`config.mk`:
```
export PLATFORM = sky130hd
export DESIGN_NAME = spram_rr_arbiter
export DESIGN_NICKNAME = d
export VERILOG_FILES = /design/src/rtl/spram_rr_arbiter.sv
export SDC_FILE = /design/constraint.sdc
export NUM_CORES = 1
export LEC_CHECK = 0
export ABC_AREA = 1
export CAP_MARGIN = 10
export CORE_AREA = 5 5 301 303
export CTS_BUF_LIST = sky130_fd_sc_hd__clkbuf_16
export DETAILED_ROUTE_END_ITERATION = 12
export DIE_AREA = 0 0 306 308
export PLACE_DENSITY_LB_ADDON = 0.08
export RECOVER_POWER = 100
export SLEW_MARGIN = 20
export SYNTH_ARGS = -nofsm -noshare
export SYNTH_HDL_FRONTEND = slang
export SYNTH_SLANG_ARGS = --single-unit
```
`constraint.sdc`:
```
create_clock -name clk -period 2 [get_ports clk]
set_clock_uncertainty 0.2 [all_clocks]
set_input_delay 0.3 -clock clk [delete_from_list [all_inputs] [get_ports clk]]
set_output_delay 0.3 -clock clk [all_outputs]
set_load 0.05 [all_outputs]
```
`src/rtl/spram_rr_arbiter.sv`:
```
// Round-robin arbiter sharing one single-port RAM between requesters A and B,
// with bounded locked bursts and a 1-cycle registered read-valid return path.
module spram_rr_arbiter #(
  parameter int unsigned DATA_W    = 128,
  parameter int unsigned ADDR_W    = 3,
  parameter int unsigned MAX_BURST = 4
) (
  input  logic              clk,
  input  logic              rst_n,
  input  logic              a_req,
  input  logic              a_lock,
  input  logic              a_wr_en,
  input  logic [ADDR_W-1:0] a_addr,
  input  logic [DATA_W-1:0] a_data_in,
  output logic              a_gnt,
  output logic              a_rvalid,
  output logic [DATA_W-1:0] a_data_out,
  input  logic              b_req,
  input  logic              b_lock,
  input  logic              b_wr_en,
  input  logic [ADDR_W-1:0] b_addr,
  input  logic [DATA_W-1:0] b_data_in,
  output logic              b_gnt,
  output logic              b_rvalid,
  output logic [DATA_W-1:0] b_data_out,
  output logic              ram_wr_en,
  output logic [ADDR_W-1:0] ram_addr,
  output logic [DATA_W-1:0] ram_data_in,
  input  logic [DATA_W-1:0] ram_data_out
);

  localparam int unsigned CntW = $clog2(MAX_BURST + 1);
  localparam logic [CntW-1:0] CntMax = CntW'(MAX_BURST);

  typedef enum logic [1:0] {StIdle, StOwnA, StOwnB} st_e;

  st_e             st_q, st_d;
  logic [CntW-1:0] cnt_q, cnt_d;
  logic            last_b_q, last_b_d;  // 1: B won the most recent transfer
  logic            a_rvalid_q, b_rvalid_q;
  logic            at_max;
  logic [CntW-1:0] cnt_inc;

  assign at_max  = (cnt_q == CntMax);
  assign cnt_inc = at_max ? cnt_q : cnt_q + CntW'(1);

  // Owner keeps the RAM unless its burst is exhausted and the other side is waiting.
  always_comb begin
    a_gnt = 1'b0;
    b_gnt = 1'b0;
    if (st_q == StOwnA && a_req && !(at_max && b_req)) begin
      a_gnt = 1'b1;
    end else if (st_q == StOwnB && b_req && !(at_max && a_req)) begin
      b_gnt = 1'b1;
    end else if (a_req && b_req) begin
      if (last_b_q) a_gnt = 1'b1;
      else          b_gnt = 1'b1;
    end else if (a_req) begin
      a_gnt = 1'b1;
    end else if (b_req) begin
      b_gnt = 1'b1;
    end
  end

  always_comb begin
    ram_wr_en   = (a_gnt & a_wr_en) | (b_gnt & b_wr_en);
    ram_addr    = b_gnt ? b_addr    : a_addr;
    ram_data_in = b_gnt ? b_data_in : a_data_in;
  end

  always_comb begin
    st_d     = StIdle;
    cnt_d    = '0;
    last_b_d = last_b_q;
    if (a_gnt) begin
      last_b_d = 1'b0;
      if (a_lock) begin
        st_d  = StOwnA;
        cnt_d = (st_q == StOwnA) ? cnt_inc : CntW'(1);
      end
    end else if (b_gnt) begin
      last_b_d = 1'b1;
      if (b_lock) begin
        st_d  = StOwnB;
        cnt_d = (st_q == StOwnB) ? cnt_inc : CntW'(1);
      end
    end
  end

  always_ff @(posedge clk) begin
    if (!rst_n) begin
      st_q       <= StIdle;
      cnt_q      <= '0;
      last_b_q   <= 1'b1;
      a_rvalid_q <= 1'b0;
      b_rvalid_q <= 1'b0;
    end else begin
      st_q       <= st_d;
      cnt_q      <= cnt_d;
      last_b_q   <= last_b_d;
      a_rvalid_q <= a_gnt & ~a_wr_en;
      b_rvalid_q <= b_gnt & ~b_wr_en;
    end
  end

  assign a_rvalid   = a_rvalid_q;
  assign b_rvalid   = b_rvalid_q;
  assign a_data_out = ram_data_out;
  assign b_data_out = ram_data_out;

endmodule
```
After elaboration in Yosys (flattened, before gate mapping)

Index checks and enable logic that the tools add are counted.
Widths: inputs -> output; s select.

Logic and storage cells: 52
Output and inout bits: 392
Bits of input ports: 398
Flip-flop bits (word level): 8

Mux-type cells: 26
Equal/unequal tests: 3
$add $sub $neg: 1
Reductions and logical operators: 10
Bitwise gates (word level): 7

Operators with widths:

| kind                | count |
|---|---|
| $mux 128            | 1 |
| $mux 3              | 8 |
| $mux 1              | 14 |
| $logic_and 1x1->1   | 7 |
| $mux 2              | 3 |
| $and 1x1->1         | 4 |
| $add 3x1->3 const B | 1 |
| $eq 3x3->1 const B  | 1 |
| $eq 2x1->1 const B  | 1 |
| $eq 2x2->1 const B  | 1 |
| $logic_not 1->1     | 2 |
| $not 1->1           | 2 |
| $reduce_bool 2->1   | 1 |
| $or 1x1->1          | 1 |

Depth between registers and ports, before layout

Depth in word-level cells: 8
Depth in mapped cells: 12
Mapped depth without buffers: 10

Worst setup path before layout

OpenSTA, ideal clock, no wires.

Path type: flip-flop to output port
Start point: reg cnt_q[0]
End point: out ram_data_in[48]
Data arrival time: 1.771 ns
Buffers on the path: 2
Required time: 1.500 ns
Path slack: -0.271 ns
Stages on the path, launching flop included: 12
Cell sequence: dfxtp_1 inv_1 ha_1 nand2_1 inv_1 nand2_1 nand3_1 nand2_1 buf_4 clkbuf_1 nand2_1 nand2_1

Cells in the longest elaborated chain, start to end: 7
Elaborated cells between the ends (all ways): 10
Classes of those cells: eq/ne: 1; mux: 3; reduce/logical: 6

RTL lines:

| element                | RTL line | text |
|---|---|---|
| start, declared        | 38       | `logic [CntW-1:0] cnt_q, cnt_d;` |
| start signal, assigned | 99       | `cnt_q <= cnt_d;` |
| $eq 3x3->1 *           | 44       | `assign at_max = (cnt_q == CntMax);` |
| $logic_and 1x1->1      | 53       | `end else if (st_q == StOwnB && b_req && !(at_max && a_req)) begin` |
| $logic_not 1->1        | 53       |  |
| $logic_and 1x1->1      | 53       |  |
| $mux 1                 | 53       |  |
| $mux 1 *               | 51       | `if (st_q == StOwnA && a_req && !(at_max && b_req)) begin` |
| $mux 128 *             | 68       | `ram_data_in = b_gnt ? b_data_in : a_data_in;` |
| end, declared          | 28       | `output logic [DATA_W-1:0] ram_data_in,` |

Mark *: on every way between the ends. The rest lies on a longest branch, timed or not.

Final worst setup path

Start point: reg cnt_q[0]
End point: out ram_data_in[30]

Same word-level chain as after synthesis.

==> metrics.md <==
| Metric | Value |
|---|---|
| Total power draw | `5.76 mW` |
| Number of fill cells | `9905` |
| Crit share post-route | `1.23` |
| Starting density of the core | `0.0459` |
| Post-Synthesis Cells | `752` |
| Vias in the first global route | `5757` |
| CP Capture Type | `output pin` |
| Min Tclk post-route | `2.45 ns` |
| Clk slew on worst S/H paths | `approximately 0.040 ns` |
| DIE WIDTH | `between 300 and 400 um` |
| Final design utilization | `0.144` |
| Routed length per placed instance | `18.6 um` |
| Area leader, netlist | `buf_4` |
| Sequential cell area fraction in the yosys report | `0.0398` |
| Final Wtd Congestion | `approximately 0.7` |
| Share of post-route cells with drive strength above 1 | `0.589` |
| GRT Resource Usage Total | `0.0763` |
| Die Ht | `308 um` |
| CP startpoint kind | `flop` |
| Peak supply drop | `0.000179 V` |
| Clk buf depth | `2` |
| Syn avg cell area | `5.35 um^2` |
| Final-stage net count | `1364` |
| Total number of vias | `5300` |
| Worst-skew pair later-pin latency | `roughly 0.23 ns` |
| Setup CP Type | `flop to output pin` |
| Violated checks | `setup timing` |
| CP Data Required Time | `1.50 ns` |
| P_leak | `5.36 nW` |
| CTS Buf Count | `3` |
| I/O Pins | `790` |
| Yosys cell types | `17` |
| Fmax | `roughly 410 MHz` |
| Final setup margin | `-0.455 ns` |
| Mapped cell area | `4020 um^2` |
| CTS tree | `done` |
| Initial antenna violation count | `5` |
| DRC violations left | `0` |
| Syn Nets | `1152` |
| Cts hold-fix bufs | `0` |
| Hpwl dp | `29500 um` |
| Number of H-tree levels | `1` |
| Largest cells by area after synthesis | `buf_4 49%, nand2_1 39%, dfxtp_1 4.0%, buf_2 2.4%, inv_1 1.0%` |
| Drt pass-1 iters | `4` |
| Final hold violation count | `0` |
| Rows | `roughly 110` |
| Vias per cell | `2.49` |
| Area fraction of the dominant cell type after synthesis | `0.485` |
| Status | `finished with violations` |
| First-pass GRT wire length | `50000 um` |
| #FFs+latches synth | `8` |
| DRT antenna net count | `0` |
| Total routed wirelength | `39600 um` |
| RSZ-0062 raised after global routing | `yes` |
| I/O Buffers | `405` |
| Clock root buffer | `clkbuf_16` |
| Largest net degree at the start of global routing | `19` |
| Synthesis-to-layout area growth | `214%` |
| CTS Sinks | `8` |
| Area of the multi-input gates | `3840 um^2` |
| Final max-slew violation count | `0` |
| Maxcap violations | `0` |
| Die area | `94200 um^2` |
| Overflow after GRT | `0` |
| Storage element area | `about 160 um^2` |
| Synth warn | `0` |
| Worst min-delay path class | `flop to flop` |
| Measured slew at the worst slew-check pin | `0.754 ns` |
| Initial DRC count | `120` |
| Slew Limit Headroom | `0.499` |
| CP Max Fanout | `6` |
| Core ar. | `87700 um^2` |
| Crit path DAT | `slightly below 2 ns` |
| Power per cell area | `456 nW/um^2` |
| Endpoints failing setup | `~140` |
-- flip-flops by register name, summed over array words and instances, names as in the netlist --
| name | flops |
|---|---|
| cnt_q | 3 |
| a_rvalid | 1 |
| last_b_q | 1 |
| b_rvalid | 1 |
| st_q | 2 |
-- cells in the final DEF (no fill, tap or decap), drive strengths merged --
cell and n:
dlygate4sd2 2, o21ai 1, bufbuf 2, buf 212, nor3 1, and3 1, nand2 421, diode 3
clkinv 1, clkdlybuf4s50 267, inv 13, a21oi 1, nor2 10, clkbuf 10, nand3b 2, nand3 8
dfxtp 8, ha 2
-- repair_timing --
action                     CTS  global route
cloned                      27             6
setup buffers               30             4
hold endpoints to repair     0             0
resized for setup          249           170
pin swaps                   29            60
setup endpoints to repair  134           142
-- layer usage --
layer  vias to the layer above  global-route usage  wire length [um]
met5                         -                   0                13
met2                       422               0.146             21600
met4                         2              0.0154               848
met3                        73              0.0463              5210
met1                      2377              0.0686             12000
li1                       2426                   -                 -
-- path summary, 6_finish.rpt --
path	startpoint	to	slack (ns)	cells after the start
worst max-delay path	cnt_q[0]	ram_data_in[30]	-0.45	14
worst min-delay path	last_b_q	last_b_q	0.34	4
worst max register to register	cnt_q[0]	cnt_q[0]	0	13
worst min register to register	last_b_q	last_b_q	0.34	4
-- synthesized netlist by cell type (all sizes together) --
| cell type | count |
|---|---|
| a21oi | 1 |
| and3 | 1 |
| buf | 282 |
| clkbuf | 3 |
| dfxtp | 8 |
| ha | 2 |
| inv | 13 |
| nand2 | 420 |
| nand3 | 8 |
| nand3b | 2 |
| nor2 | 10 |
| nor3 | 1 |
| o21ai | 1 |
-- logic make-up after synthesis --
kind of cell    synth area share
simple gates               0.419
buf+inv                    0.532
flops                     0.0398
compound gates           0.00249
fa+ha+maj                0.00622
-- worst max-delay path, stage by stage (launching register included) --
cell and delay, ns:
dfxtp_2 0.33, inv_2 0.05, ha_4 0.16, nand2_4 0.06, inv_2 0.04, nand2_2 0.06, nand3_4 0.10, buf_6 0.14
buf_12 0.12, nand2_8 0.07, buf_12 0.14, buf_16 0.16, nand2_4 0.06, nand2_4 0.06, buf_12 0.14
-- power by group --
part	total (mW)	switching, mW	internal (mW)
Sequential	0.174	0.00548	0.169
Clock	0.339	0.0810	0.258
Combinational	5.25	2.65	2.59
Total	5.76	2.74	3.02
-- final cells by class --
cell class | instances | share of cell area
Antenna cell | 3 | 0.000595
Timing Repair Buffer | 490 | 0.553
Tap cell | 1165 | 0.115
Inverter | 13 | 0.00516
Clock buffer | 3 | 0.00595
Timing Repair inverter | 1 | 0.00238
Multi-Input combinational cell | 447 | 0.304
Sequential cell | 8 | 0.0129
-- per-stage QoR --
stage	instance area, um^2	setup WS, ns	hold slack (ns)	std cells	setup TNS [ns]
global placement	9880	-0.723	0.339	2065	-91.17
CTS	11900	-0.578	0.346	2124	-65.58
finish	12600	-0.455	0.344	2130	-53.52
detailed placement	9880	-0.685	0.337	2065	-82.51
floorplan	4860	-0.0355	0.172	752	-0.729
global route	12600	-0.547	0.383	2129	-65.50
Note: power is estimated with default switching activity, not from simulation.
